[config.mk]
export PLATFORM = sky130hd
export DESIGN_NAME = ir_beat_detector
export DESIGN_NICKNAME = d
export VERILOG_FILES = /design/src/rtl/ppg_pkg.sv /design/src/rtl/ir_beat_detector.sv
export SDC_FILE = /design/constraint.sdc
export NUM_CORES = 1
export LEC_CHECK = 0
export BUFFER_PORTS_ARGS = -buffer_cell sky130_fd_sc_hd__clkbuf_2
export CAP_MARGIN = 20
export CORE_MARGIN = 3
export CORE_UTILIZATION = 62
export CTS_BUF_LIST = sky130_fd_sc_hd__clkbuf_4
export DETAILED_ROUTE_END_ITERATION = 10
export GPL_ROUTABILITY_DRIVEN = 0
export PLACE_DENSITY = 0.89
export SLEW_MARGIN = 20
export SYNTH_ARGS = -nofsm -noshare
export SYNTH_HDL_FRONTEND = slang
export SYNTH_SLANG_ARGS = --single-unit
[constraint.sdc]
create_clock -name CLK_Filter -period 3.92 [get_ports CLK_Filter]
set_input_delay 0.392 -clock CLK_Filter [delete_from_list [all_inputs] [get_ports CLK_Filter]]
set_output_delay 0.392 -clock CLK_Filter [all_outputs]
set_load 0.03 [all_outputs]
[src/rtl/ppg_pkg.sv]
// ppg_pkg
// Shared constants and FSM state encoding for the PPG beat detectors (IR and red channels).
// No ports; imported with "import ppg_pkg::*;".
package ppg_pkg;

   localparam int unsigned PPG_DATA_W         = 20;
   localparam int unsigned PPG_PERIOD_W       = 12;
   localparam logic [19:0] PPG_HYST           = 20'd2048;
   localparam int unsigned PPG_MIN_PERIOD     = 100;   // 0.2 s at 500 Hz
   localparam int unsigned PPG_MAX_PERIOD     = 1000;  // 2 s at 500 Hz
   localparam int unsigned PPG_SAMPLE_RATE_HZ = 500;

   // Peak/valley tracker states, kept as plain constants for legacy compatibility.
   typedef logic [1:0] ppg_state_t;
   localparam ppg_state_t INIT = 2'd0;
   localparam ppg_state_t RISE = 2'd1;
   localparam ppg_state_t FALL = 2'd2;

endpackage

[src/rtl/ir_beat_detector.sv]
// ir_beat_detector
// Tracks the filtered IR pulse waveform with a hysteresis peak/valley FSM and reports, per
// accepted heartbeat, the beat period (samples between accepted peaks), peak, valley and AC swing.
// Ports:
//   CLK_Filter      in   filter-domain clock
//   rst_n           in   asynchronous active-low reset
//   Sample_Valid    in   one-cycle strobe, In_IR_Filtered holds a new sample
//   In_IR_Filtered  in   unsigned filtered IR sample
//   Beat_Pulse      out  one-cycle strobe per accepted beat
//   Beat_Period     out  samples between the last two accepted peaks
//   IR_Peak         out  last accepted peak value
//   IR_Valley       out  valley preceding the last accepted peak
//   IR_AC           out  IR_Peak - IR_Valley
//   Signal_Lost     out  set on beat timeout, cleared by the next Beat_Pulse
module ir_beat_detector
   import ppg_pkg::*;
#(
   parameter int unsigned        DATA_W     = PPG_DATA_W,
   parameter int unsigned        PERIOD_W   = PPG_PERIOD_W,
   parameter logic [DATA_W-1:0]  HYST       = DATA_W'(PPG_HYST),
   parameter int unsigned        MIN_PERIOD = PPG_MIN_PERIOD,
   parameter int unsigned        MAX_PERIOD = PPG_MAX_PERIOD
) (
   input  logic                CLK_Filter,
   input  logic                rst_n,
   input  logic                Sample_Valid,
   input  logic [DATA_W-1:0]   In_IR_Filtered,
   output logic                Beat_Pulse,
   output logic [PERIOD_W-1:0] Beat_Period,
   output logic [DATA_W-1:0]   IR_Peak,
   output logic [DATA_W-1:0]   IR_Valley,
   output logic [DATA_W-1:0]   IR_AC,
   output logic                Signal_Lost
);

   localparam logic [PERIOD_W-1:0] MinCnt = PERIOD_W'(MIN_PERIOD);
   localparam logic [PERIOD_W-1:0] MaxCnt = PERIOD_W'(MAX_PERIOD);

   ppg_state_t          state_q, state_d;
   logic [DATA_W-1:0]   run_max_q, run_max_d;
   logic [DATA_W-1:0]   run_min_q, run_min_d;
   logic [DATA_W-1:0]   valley_q, valley_d;
   logic [PERIOD_W-1:0] cnt_q, cnt_d;
   logic                have_peak_q, have_peak_d;

   logic                beat_pulse_q, beat_pulse_d;
   logic [PERIOD_W-1:0] beat_period_q, beat_period_d;
   logic [DATA_W-1:0]   ir_peak_q, ir_peak_d;
   logic [DATA_W-1:0]   ir_valley_q, ir_valley_d;
   logic [DATA_W-1:0]   ir_ac_q, ir_ac_d;
   logic                signal_lost_q, signal_lost_d;

   logic [DATA_W-1:0]   x;
   logic [PERIOD_W-1:0] cnt_inc;
   logic [DATA_W-1:0]   drop;   // run_max - x, only used when x <= run_max
   logic [DATA_W-1:0]   climb;  // x - run_min, only used when x >= run_min
   logic                cnt_cleared;

   assign x       = In_IR_Filtered;
   assign cnt_inc = (cnt_q >= MaxCnt) ? MaxCnt : cnt_q + 1'b1;
   assign drop    = run_max_q - x;
   assign climb   = x - run_min_q;

   always_comb begin
      state_d       = state_q;
      run_max_d     = run_max_q;
      run_min_d     = run_min_q;
      valley_d      = valley_q;
      cnt_d         = cnt_q;
      have_peak_d   = have_peak_q;
      beat_pulse_d  = 1'b0;
      beat_period_d = beat_period_q;
      ir_peak_d     = ir_peak_q;
      ir_valley_d   = ir_valley_q;
      ir_ac_d       = ir_ac_q;
      signal_lost_d = signal_lost_q;
      cnt_cleared   = 1'b0;

      if (Sample_Valid) begin
         case (state_q)
            INIT: begin
               run_max_d   = x;
               run_min_d   = x;
               valley_d    = x;
               cnt_d       = '0;
               have_peak_d = 1'b0;
               state_d     = RISE;
            end
            RISE: begin
               cnt_d = cnt_inc;
               if (x > run_max_q) begin
                  run_max_d = x;
               end else if (drop >= HYST) begin
                  run_min_d = x;
                  state_d   = FALL;
                  if (!have_peak_q) begin
                     // First peak only anchors the period count.
                     have_peak_d = 1'b1;
                     cnt_d       = '0;
                     cnt_cleared = 1'b1;
                  end else if (cnt_inc >= MinCnt) begin
                     beat_pulse_d  = 1'b1;
                     beat_period_d = cnt_inc;
                     ir_peak_d     = run_max_q;
                     ir_valley_d   = valley_q;
                     ir_ac_d       = run_max_q - valley_q;
                     signal_lost_d = 1'b0;
                     cnt_d         = '0;
                     cnt_cleared   = 1'b1;
                  end
                  // Peaks arriving too soon are dicrotic notches: no pulse, count keeps running.
               end
            end
            FALL: begin
               cnt_d = cnt_inc;
               if (x < run_min_q) begin
                  run_min_d = x;
               end else if (climb >= HYST) begin
                  valley_d  = run_min_q;
                  run_max_d = x;
                  state_d   = RISE;
               end
            end
            default: state_d = INIT;
         endcase

         // Timeout loses to a beat accepted on the same sample.
         if ((state_q == RISE || state_q == FALL) && !cnt_cleared && cnt_inc >= MaxCnt) begin
            signal_lost_d = 1'b1;
            state_d       = INIT;
         end
      end
   end

   always_ff @(posedge CLK_Filter or negedge rst_n) begin
      if (!rst_n) begin
         state_q       <= INIT;
         run_max_q     <= '0;
         run_min_q     <= '0;
         valley_q      <= '0;
         cnt_q         <= '0;
         have_peak_q   <= 1'b0;
         beat_pulse_q  <= 1'b0;
         beat_period_q <= '0;
         ir_peak_q     <= '0;
         ir_valley_q   <= '0;
         ir_ac_q       <= '0;
         signal_lost_q <= 1'b0;
      end else begin
         state_q       <= state_d;
         run_max_q     <= run_max_d;
         run_min_q     <= run_min_d;
         valley_q      <= valley_d;
         cnt_q         <= cnt_d;
         have_peak_q   <= have_peak_d;
         beat_pulse_q  <= beat_pulse_d;
         beat_period_q <= beat_period_d;
         ir_peak_q     <= ir_peak_d;
         ir_valley_q   <= ir_valley_d;
         ir_ac_q       <= ir_ac_d;
         signal_lost_q <= signal_lost_d;
      end
   end

   assign Beat_Pulse  = beat_pulse_q;
   assign Beat_Period = beat_period_q;
   assign IR_Peak     = ir_peak_q;
   assign IR_Valley   = ir_valley_q;
   assign IR_AC       = ir_ac_q;
   assign Signal_Lost = signal_lost_q;

endmodule

Word level (Yosys, flattened, before mapping)
Index checks and enable logic that the tools add are counted.
Storage, ports and cells
  RAM bits: 0
  output and inout bits: 74
  ROM bits: 0
  input bits: 23
  register bits: 149
  bits in latches: 0
  memories kept: 0
  logic and storage cells: 100
Cells by class
  eq/ne operators: 13
  reductions and logical operators: 20
  divide/modulo/power cells: 0
  bitwise logic cells: 1
  add/sub/neg operators: 4
  shift operators: 0
  order comparisons: 7
  muxes and demuxes: 43
  $mul: 0
Operators by type and width (count)
  $mux 20: 8
  $pmux 20 s3: 2
  $mux 12: 5
  $sub 20x20->20: 3
  $ge 20x12->1 const B: 2
  $pmux 20 s2: 1
  $pmux 12 s3: 1
  $ge 12x10->1 const B: 2
  $gt 20x20->1: 1
  $lt 20x20->1: 1
  $mux 1: 19
  $reduce_and 5->1: 3
  $add 12x1->12 const B: 1
  $ge 12x7->1 const B: 1
  $ne 2x2->1 const B: 6
  $ne 3x2->1 const B: 4
  $reduce_and 6->1: 2
  $reduce_bool 2->1: 6
  $mux 2: 5
  $reduce_and 4->1: 2
  $pmux 2 s3: 1
  $reduce_bool 3->1: 1
  $eq 2x1->1 const B: 1
  $eq 2x2->1 const B: 1
  8 further kinds: 9

Logic depth before layout (Yosys ltp)
  depth in word-level cells: 14
  mapped depth: 15
  depth with buffers taken out: 13

Least setup slack after synthesis
Ideal clock, no wire load.
  path type: input-to-reg
  from: input port In_IR_Filtered[0]
  to: register run_max_q[13]
  path buffers: 1
  arrival: 3027 ps
  stages: 14
  setup time: 125 ps
  required time: 3795 ps
  setup slack: 768 ps
  cell sequence: inv_1 > ha_1 > fa_1 > nand2b_1 > a21oi_1 > o21ai_0 > a211o_1 > a21oi_1 > nand2b_1 > mux2i_1 > nor4_4 > a211oi_2 > buf_6 > mux2_4
Between the ends
  longest elaborated chain between the ends: 4
  elaborated cells on any way between the ends: 8
  classes of those cells: add/sub: 1; order compare: 3; eq/ne: 3; reduce/logical: 1
RTL lines
  from (decl): RTL line ir_beat_detector.sv:27  | input logic [DATA_W-1:0] In_IR_Filtered,
  $sub 20x20->20: RTL line ir_beat_detector.sv:62  | assign climb = x - run_min_q;
  $ge 20x12->1: RTL line ir_beat_detector.sv:118  | end else if (climb >= HYST) begin
  $ne 2x2->1 (no source line)
  $reduce_and 5->1 (no source line) *
  to (signal assigned): RTL line ir_beat_detector.sv:151  | run_max_q <= run_max_d;
  to (decl): RTL line ir_beat_detector.sv:40  | logic [DATA_W-1:0] run_max_q, run_max_d;
Mark *: on every way between the ends. The rest lies on a longest branch, timed or not.
A chain may end at the register's enable or synchronous reset.

Worst setup path in the final report
  from: register run_min_q[0]
  to: register valley_q[17]
Between the ends
  longest elaborated chain between the ends: 4
  elaborated cells on any way between the ends: 6
  classes of those cells: add/sub: 1; order compare: 2; eq/ne: 2; reduce/logical: 1
RTL lines
  from (decl): RTL line ir_beat_detector.sv:41  | logic [DATA_W-1:0] run_min_q, run_min_d;
  from (signal assigned): RTL line ir_beat_detector.sv:152  | run_min_q <= run_min_d;
  $sub 20x20->20: RTL line ir_beat_detector.sv:62
  $ge 20x12->1: RTL line ir_beat_detector.sv:118
  $ne 2x2->1 (no source line)
  $reduce_and 4->1 (no source line) *
  to (signal assigned): RTL line ir_beat_detector.sv:153  | valley_q <= valley_d;
  to (decl): RTL line ir_beat_detector.sv:42  | logic [DATA_W-1:0] valley_q, valley_d;
Marks and branches as above.

==> impl_metrics.toml <==
[power_and_ir_drop]
ir_worst_vdd_mv = 0.329
fin_total_pwr_w = 0.00751
p_sw_share_pct = 43.3
p_int_w = 0.00426
cellPowerDensity_nw_per_um2 = 725
pwr-share-comb_pct = 57.0
p_leak_nw = 5.29
seqPwrFrac_pct = 29.1
pwr-share-clk_pct = 13.9
netSwitchingPower_w = 0.00325

[routing]
wl_met2_um = 9830
top_layer_used = "met4"
vias = 6884
dr_wl_met3_um = 1010
ant_nets = 0
via_per_inst = 5.88
wl_per_cell_um = 17.0
wl_met1_um = 8730
drc = 0
dr.pass1.iters = 7
routed_wl_um = 20000
drt_iter0_markers = 386

[synth]
avgSynthCellArea_um2 = 10.8
synth_edf_count = 0
synth_async_sr_flop_share_pct = 100
yosys_warnings = 0
synth_fp_nets = 958
yosysSeqAreaShare_pct = 40.0
netlist_instances = 867
syn-cell-area_um2 = 9320
synthFlopType = "dfrtp_1"
ys_ff_latch = 149
synthDistinctLibCells = 68

[global_route]
antenna_found_initial = 1
grt_overflow_total = 0
grt_pass1_vias = 6944
grt_max_degree = 107
grt_use_total_pct = 25.0
grt_first_pass_wirelength_um = 33600

[floorplan]
die_y_um = 129
dieArea_um2 = 16500
pin_count = 97
rows = 44
die_w_um = 129
core_area_um2 = 14600
start_util_pct = 63.7

[timing]
setup_viol = 0
rsz0062_at_grt = "false"
tightest_slew_ns = 0.992
min_period_ns = 3.64
hold_viol = 0
relSlewSlack_pct = 33.9
finClkSkew_ns = 0.0221
fin_crit_sh_pct = 92.7
timing.final.max_slew_violations = 0
fmax_mhz = 275

[worst_setup_path]
cp.arrival_ns = 4.11
worstPathRequired_ns = 4.40
end_kind = "register"
worstPathMaxFanout = 15
critPathSlowestCell = "nor3_4"
max_stage_delay_ns = 0.49
path_cells = "ha_1, fa_1, nand2b_1, a21oi_1, o21ai_0, a211o_1, a21oi_1, nand2b_1, mux2i_1, nor4_4, buf_4, nor3_4, buf_12, mux2i_1"
criticalPathCategory = "reg -> reg"
startpoint_type = "register"

[place]
hpwl_um = 15100
port_buffers = 96

[finish]
area_growth_pct = 11.2
fin_nets = 1064
final_cell_mix = "dfrtp_1, clkbuf_2, inv_1"
drive_above_1_share_pct = 25.4
final_core_util_pct = 70.8
final_common_cell = "dfrtp_1"

[clocking]
root_buffer = "clkbuf_4"
cts_buffer_depth = 2
cts-resized-gates = 0
clk_pin_slew_ns = 0.14
cts_tree = "yes"
cts_sinks = 149
htreeDepth = 4
clk_latency_ns = 0.56
cts_buffers = 17

[run_status]
outcome = "completed"

[job]
maxCapViolations = 0

[hold_path]
hold_path.class = "in -> reg"
==> worst paths after layout <==
kind	start	to	slack [ns]	cells after the start
max in group asynchronous	rst_n	valley_q[0]$_DFFE_PN0P_	2.52	3
min in group asynchronous	rst_n	Beat_Period[10]$_DFFE_PN0P_	0.47	2
min reg2reg	cnt_q[10]$_DFFE_PN0P_	cnt_q[10]$_DFFE_PN0P_	0.51	1
max reg2reg	run_min_q[0]$_DFFE_PN0P_	valley_q[17]$_DFFE_PN0P_	0.28	14
max	run_min_q[0]$_DFFE_PN0P_	valley_q[17]$_DFFE_PN0P_	0.28	14
min	In_IR_Filtered[0]	run_min_q[0]$_DFFE_PN0P_	0.08	2
==> area by class of cell <==
type                       instances  area [µm²]
timing repair buffer             115         669
clock buffer                      19         143
fill                            1029        4280
sequential                       149        3730
tap                              184         230
multi-input combinational        604        5100
clock inverter                    13         173
antenna                            1        2.50
inverter                          86         323
==> logic make-up after synthesis <==
logic type      after synthesis  synth area share, %
simple gates                171                 9.15
buf+inv                     114                 5.53
fa+ha+maj                    68                 9.37
xor+xnor                     31                 2.91
mux                         155                 20.6
flops                       149                 40.0
compound gates              179                 12.5
==> synthesized netlist by cell type, drive strengths merged, types with 3 or more instances <==
library cell    n  share of area [%]
buf            21                1.8
mux2i          70                7.5
fa              3               0.64
a2111oi         3               0.35
dfrtp         149                 40
a21oi          57                3.1
o311ai          3               0.28
nor2b          10               0.67
o211ai          8               0.64
ha             65                8.7
o21ai          38                2.1
or2             4               0.27
nand2b         11               0.74
o21a            6               0.48
nor2           42                1.7
o21bai          5               0.40
nor3b           3               0.24
nand4           4               0.27
and3            8               0.54
xnor2          25                2.3
o2111ai         3               0.35
o31ai           8               0.64
o22ai           7               0.47
a31oi           7               0.47
nand3          18               0.97
clkbuf          7               0.28
a211oi          5               0.51
mux2           85                 13
a21o           11               0.89
nand2          52                2.1
o41ai           3               0.36
inv            86                3.5
xor2            6               0.56
nor3            6               0.43
and2            4               0.27
==> stage by stage <==
| stage | TNS, ns | cells | setup slack, ns | cell area [µm²] | hold WS, ns |
|---|---|---|---|---|---|
| after global placement | 0 | 1134 | 0.0566 | 10000 | 0.469 |
| after global routing | 0 | 1171 | 0.0391 | 10400 | 0.0517 |
| after detailed placement | -0.154 | 1134 | -0.0320 | 10000 | 0.473 |
| after floorplan | 0 | 867 | 0.768 | 9320 | 0.0964 |
| final | 0 | 1171 | 0.285 | 10400 | 0.0846 |
| after CTS | 0 | 1167 | 0.117 | 10300 | 0.0420 |
==> power groups by stage <==
| stage | Sequential (W) | Combinational, W | Clock (W) |
|---|---|---|---|
| after floorplan | 0.00210 | 0.00332 | 0 |
| after global placement | 0.00219 | 0.00403 | 0 |
| after detailed placement | 0.00221 | 0.00419 | 0 |
| after CTS | 0.00218 | 0.00423 | 0.00106 |
| after global routing | 0.00223 | 0.00475 | 0.00113 |
| final | 0.00219 | 0.00428 | 0.00104 |
==> sequential cells by signal, indices dropped and copies added (netlist names) <==
name	cells
Beat_Period	12
run_max_q	20
state_q	2
have_peak_q	1
run_min_q	20
valley_q	20
IR_Peak	20
cnt_q	12
IR_AC	20
Beat_Pulse	1
Signal_Lost	1
IR_Valley	20
==> metal layers <==
| metal | track usage, % | up-vias |
|---|---|---|
| li1 | - | 3274 |
| met1 | 32.4 | 3367 |
| met2 | 42.0 | 204 |
| met3 | 5.19 | 39 |
| met4 | 8.34 | 0 |
| met5 | 0 | - |
==> critical path: cells and delay by family, from the launching register on <==
kind	cells	cell delay, ns
multiplexers	2	0.52
flip-flops	1	0.42
buffers and inverters	2	0.42
adder cells (fa/ha/maj)	2	0.57
AND/OR/NAND/NOR	4	0.89
AO/OA/AOI/OAI	4	0.72
==> timing repair <==
action / 4_1_cts / 5_1_grt
endpoints found under the hold margin: 104 / 0
setup buffers: 0 / 3
hold buffers: 1 / 0
setup endpoints to repair: 0 / 13
Power figures use the tool's default switching activity.
